File: config.mk
export PLATFORM = sky130hd
export DESIGN_NAME = mem_arbiter
export DESIGN_NICKNAME = d
export VERILOG_FILES = /design/src/rtl/mem_arbiter.sv
export SDC_FILE = /design/constraint.sdc
export NUM_CORES = 1
export LEC_CHECK = 0
export BUFFER_PORTS_ARGS = -buffer_cell sky130_fd_sc_hd__buf_2
export CORE_AREA = 2 2 102 104
export CTS_CLUSTER_SIZE = 16
export DETAILED_ROUTE_END_ITERATION = 12
export DIE_AREA = 0 0 104 106
export GPL_ROUTABILITY_DRIVEN = 0
export GPL_TIMING_DRIVEN = 0
export HOLD_SLACK_MARGIN = 0.08
export PLACE_DENSITY = 0.74
export RECOVER_POWER = 50
export SKIP_LAST_GASP = 1
export SYNTH_ARGS = -nofsm -noshare
export SYNTH_HDL_FRONTEND = slang
export SYNTH_SLANG_ARGS = --single-unit
File: constraint.sdc
create_clock -name CLK -period 4.45 [get_ports CLK]
set_input_delay 0 -clock CLK [delete_from_list [all_inputs] [get_ports CLK]]
set_output_delay 0 -clock CLK [all_outputs]
set_load 0.1 [all_outputs]
File: src/rtl/mem_arbiter.sv
// Single-port RAM arbiter between the MIPS instruction-fetch and data ports.
// Optional fetch anti-starvation guard enabled by defining MEM_ARB_FAIR_EN.
module mem_arbiter #(
    parameter int ADDR_W     = 32,
    parameter int DATA_W     = 32,
    parameter int STARVE_MAX = 4
) (
    input  logic              CLK,
    input  logic              nRST,
    input  logic              iREN,
    input  logic [ADDR_W-1:0] iaddr,
    output logic [DATA_W-1:0] iload,
    output logic              iwait,
    input  logic              dREN,
    input  logic              dWEN,
    input  logic [ADDR_W-1:0] daddr,
    input  logic [DATA_W-1:0] dstore,
    output logic [DATA_W-1:0] dload,
    output logic              dwait,
    output logic              ramREN,
    output logic              ramWEN,
    output logic [ADDR_W-1:0] ramaddr,
    output logic [DATA_W-1:0] ramstore,
    input  logic [DATA_W-1:0] ramload,
    input  logic              ram_ready
);

    typedef enum logic [2:0] {
        IDLE   = 3'd0,
        IGRANT = 3'd1,
        DGRANT = 3'd2,
        IACK   = 3'd3,
        DACK   = 3'd4
    } state_t;

    state_t            r_state;
    state_t            w_next;
    logic [DATA_W-1:0] r_iload;
    logic [DATA_W-1:0] r_dload;
    logic              w_dreq;
    logic              w_fetch_due;
    logic              w_itake;
    logic              w_dtake;

    assign w_dreq  = dREN | dWEN;
    assign w_itake = (r_state == IGRANT) && iREN && ram_ready;
    assign w_dtake = (r_state == DGRANT) && w_dreq && ram_ready;

`ifdef MEM_ARB_FAIR_EN
    localparam int CNT_W = $clog2(STARVE_MAX + 1);
    logic [CNT_W-1:0] r_starve;

    assign w_fetch_due = iREN && (r_starve == CNT_W'(STARVE_MAX));

    // Counts data grants that overtook a waiting fetch; saturates at STARVE_MAX.
    always_ff @(posedge CLK or negedge nRST) begin
        if (!nRST) begin
            r_starve <= '0;
        end else if (r_state == IDLE && w_next == IGRANT) begin
            r_starve <= '0;
        end else if (r_state == IDLE && w_next == DGRANT && iREN &&
                     r_starve != CNT_W'(STARVE_MAX)) begin
            r_starve <= r_starve + CNT_W'(1);
        end
    end
`else
    assign w_fetch_due = 1'b0;
`endif

    always_ff @(posedge CLK or negedge nRST) begin
        if (!nRST) begin
            r_state <= IDLE;
        end else begin
            r_state <= w_next;
        end
    end

    // RAM strobes decode straight from state so an async reset drops them at once.
    always_comb begin
        w_next   = r_state;
        ramREN   = 1'b0;
        ramWEN   = 1'b0;
        ramaddr  = '0;
        ramstore = '0;
        iwait    = 1'b1;
        dwait    = 1'b1;
        case (r_state)
            IDLE: begin
                if (w_fetch_due) begin
                    w_next = IGRANT;
                end else if (w_dreq) begin
                    w_next = DGRANT;
                end else if (iREN) begin
                    w_next = IGRANT;
                end
            end
            IGRANT: begin
                ramREN  = 1'b1;
                ramaddr = iaddr;
                if (!iREN) begin
                    w_next = IDLE;
                end else if (ram_ready) begin
                    w_next = IACK;
                end
            end
            DGRANT: begin
                ramaddr = daddr;
                if (dWEN) begin
                    ramWEN   = 1'b1;
                    ramstore = dstore;
                end else begin
                    ramREN = 1'b1;
                end
                if (!w_dreq) begin
                    w_next = IDLE;
                end else if (ram_ready) begin
                    w_next = DACK;
                end
            end
            IACK: begin
                iwait  = 1'b0;
                w_next = IDLE;
            end
            DACK: begin
                dwait  = 1'b0;
                w_next = IDLE;
            end
            default: w_next = IDLE;
        endcase
    end

    // Stores leave dload untouched; only completed reads capture ramload.
    always_ff @(posedge CLK or negedge nRST) begin
        if (!nRST) begin
            r_iload <= '0;
            r_dload <= '0;
        end else begin
            if (w_itake) begin
                r_iload <= ramload;
            end
            if (w_dtake && !dWEN) begin
                r_dload <= ramload;
            end
        end
    end

    assign iload = r_iload;
    assign dload = r_dload;

endmodule

Yosys cells after proc, flatten, opt, wreduce, memory -nomap -nowiden. Cells that the tools add are included.

Muxes and demuxes: 16. Reductions and logical operators: 8. Bitwise gates (word level): 1. Equality and inequality tests: 7.

Operators by type and width (number): $mux W32 (2); $pmux W32 S2 (1); $mux W3 (6); $ne A3 B3 Y1 const B (3); $pmux W3 S3 (1); $eq A3 B2 Y1 const B (2); $logic_and A1 B1 Y1 (5); $mux W1 (5); $eq A3 B1 Y1 const B (1); $eq A3 B3 Y1 const B (1); $logic_not A3 Y1 (1); $reduce_and A3 Y1 (1); $pmux W1 S2 (1); $logic_not A1 Y1 (1); $or A1 B1 Y1 (1).

Word-level logic and storage cells: 35. Flip-flop bits (word level): 67.

Longest topological paths before layout.
Depth in word-level cells: 4. Depth in mapped cells: 6.

Worst setup path after synthesis. Ideal clock, no wire load.

Path kind: reg-to-output. Start point: reg r_state[0]. End point: out ramstore[0]. Buffers on the path: 2. Arrival time: 1951 ps. Stages on the path, launching flop included: 5. Path slack: 2499 ps. Path through: dfrtp_1 nor3b_2 buf_2 clkbuf_1 and3_1.

Cells in the longest elaborated chain, start to end: 2.

RTL lines: start, declared (line 36) `state_t r_state;`; start signal, assigned (line 74) `r_state <= w_next;`; $eq A3 B2 Y1 (line 87) `case (r_state)`; $mux W32 (line 87); end, declared (line 23) `output logic [DATA_W-1:0] ramstore,`.

No other way between the ends.

Worst setup path after layout.
Start point: reg r_state[1]. End point: out ramstore[3].

The elaborated chain is that of the path after synthesis.

==> summary.txt <==
status: complete, no violations
Root Driver: clkbuf_8
cells after synthesis: 232
Slew HR: 19.6%
Crit. Startpoint: r_state[1]$_DFFE_PN0P_
# DRC: 0
Post-synth top flop: dfrtp_1
post-CTS setup buffer count: 0
global-route wire length before repair: 16800 um
Final Setup Violations: 0
Reg2Reg Setup Slack: 2410 ps
crit start category: flop
number of synthesized flops with an enable pin: 0
Yosys cell types: 21
die height: 106 um
drt wl/cell: 16.4 um
Period minus WS final: 2430 ps
initial antenna violation count: 0
Vias: 3206
worst-path cell chain: nor3b_2 > buf_2 > clkbuf_1 > and3_1 > buf_2
CP peak stage delay: 440 ps
Crit path required time: 4450 ps
layout cells sized above 1: 42.3%
area leader, netlist: dfrtp_1
max-slew violation count: 0
Hold Path Class: in2reg
Post-Syn Area: 3130 um2
clk buf depth: 2
worst setup path endpoint: ramstore[3]
# diodes: 0
Congestion Overflow GR: 0
DRT Pass-1 Iters: 4
most frequent cell after synthesis: dfrtp_1
FMAX: 412 MHz
Seq/Total Area, Yosys: 53.6%
Starting Density: 31.3%
clock sinks: 67
synth warn: 0
worst reg2reg endpoint: iload[0]$_DFFE_PN0P_
unrepaired setup endpoints after global routing: no
Detailed Place HPWL: 8800 um
Synth-to-Final Area Change: 63.5%
pre-CTS WS: 2370 ps
Worst Hold Path Cells: 2
VDD IR-drop max: 0.000353 V
FP Rows: 37
CP Max Fanout: 10
Bufs and invs on worst path: 3
Max-Cap Viols: 0
Die X: 104 um
CP endpoint kind: primary output
CTS tree: yes
total area of multi-input combinational cells: 1310 um2
top cells by area, synth: dfrtp_1, mux2_1, a22o_1
r2r worst-path depth: 5
Tot Pwr: 0.00407 W
Synth top area share: 53.6%
# resized after CTS: 0
crit path kind: reg2out
Worst Skew: 10.2 ps
final hold viol count: 0
most numerous cell on the critical path: buf_2
RR Startpoint: r_state[1]$_DFFE_PN0P_
fin crit share: 54.6%
power density over cell area: 797 nW/um2
vias in the first global route: 3193
Seq cells post-synth: 67
die area: 11000 um2
CTS clk-pin slew, worst paths: 70 ps
Largest delay share family, worst path: buffers and inverters
Slowest-stage cell, CP: dfrtp_1
register area: 1680 um2
Worst-Skew Late Latency: 340 ps
overall routing resource usage: 19.7%
fillers: 937
Pleak: 2.78 nW
setup_tns: 0 ps
fin worst setup slack: 2020 ps
pin count of the biggest net entering global routing: 68
DRT iter0 DRCs: 212
Avg Inst Size Synth: 13.5 um2
Slew @ Worst Pin: 1210 ps
Synth top cells by count: dfrtp_1, mux2_1, and3_1
Final ANT Viol Nets: 0
port bufs: 264
# nets final: 678
asr flop ratio synth: 100%
I/O pins: 266
Worst path depth: 5
TritonCTS Buffers: 9
crit path DAT: 2430 ps
htree depth: 3
drt total wl: 11200 um
via-per-instance ratio: 4.68
Core Footprint: 10000 um2
Syn Nets: 366
[cell usage in the layout (no fill, tap or decap), drive strengths merged, types with 2 or more instances in the layout]
cell	instances
mux2	64
inv	2
dfrtp	67
dlygate4sd3	37
and3	33
buf	210
nor3b	2
a22o	32
clkbuf	86
clkinv	2
clkinvlp	2
[stage by stage]
step / std cells / hold slack, ps / instance area (um2) / utilization, %
after CTS: 685 / 101 / 5190 / 51.9
after global placement: 632 / 230 / 4620 / 46.2
final: 685 / 121 / 5110 / 51.1
after global routing: 685 / 137 / 5110 / 51.1
after detailed placement: 632 / 234 / 4620 / 46.2
after floorplan: 232 / -296 / 3130 / -
[cell type report]
type | instances | share of cell area [%]
Sequential cell | 67 | 32.8
Timing Repair Buffer | 301 | 31.6
Multi-Input combinational cell | 142 | 25.7
Tap cell | 136 | 3.33
Clock buffer | 10 | 2.69
Buffer | 22 | 2.62
Clock inverter | 6 | 1.25
Inverter | 1 | 0.0734
[routing by layer]
layer / up-vias / part of all wire, % / global-route usage, %
met2: 163 / 52 / 35.1
met1: 1546 / 39 / 23.7
met4: 0 / 2.1 / 6.76
met5: - / 0 / 0
met3: 12 / 7.4 / 4.05
li1: 1485 / - / -
[worst min path at each step]
stage | startpoint | to | slack, ps
after CTS | dWEN | r_state[2]$_DFFE_PN0P_ | 100
final | dWEN | r_state[2]$_DFFE_PN0P_ | 120
after global placement | ramload[16] | dload[16]$_DFFE_PN0P_ | 230
after global routing | dWEN | r_state[2]$_DFFE_PN0P_ | 140
after floorplan | nRST | dload[0]$_DFFE_PN0P_ | -300
after detailed placement | ramload[9] | iload[9]$_DFFE_PN0P_ | 230
[repair_timing]
action                     in CTS  in global routing
hold endpoints to repair      132                  0
hold buffers                   37                  0
setup endpoints to repair       0                  0
[power by group]
group | internal [W] | total (W) | switching [W]
Combinational | 0.000350 | 0.00265 | 0.00230
Sequential | 0.000809 | 0.000913 | 0.000104
Clock | 0.000274 | 0.000508 | 0.000234
Total | 0.00143 | 0.00407 | 0.00264
[kinds of logic after synthesis]
kind of cell           share of synthesized area [%]
AOI/OAI and AO/OA                               10.3
buffers and inverters                           4.40
DFF                                             53.6
muxes                                           23.0
and+or+nand+nor                                 8.64
[worst reg2reg max path, stage by stage, from the launching register on]
cell     delay [ps]
dfrtp_1         440
nor3b_2         500
and3_1          230
buf_2           210
buf_6           200
mux2_1          340
[flip-flops by register name, indices dropped and copies added (netlist names)]
name	cells
dload	32
iload	32
r_state	3
Note: power is estimated with default switching activity, not from simulation.
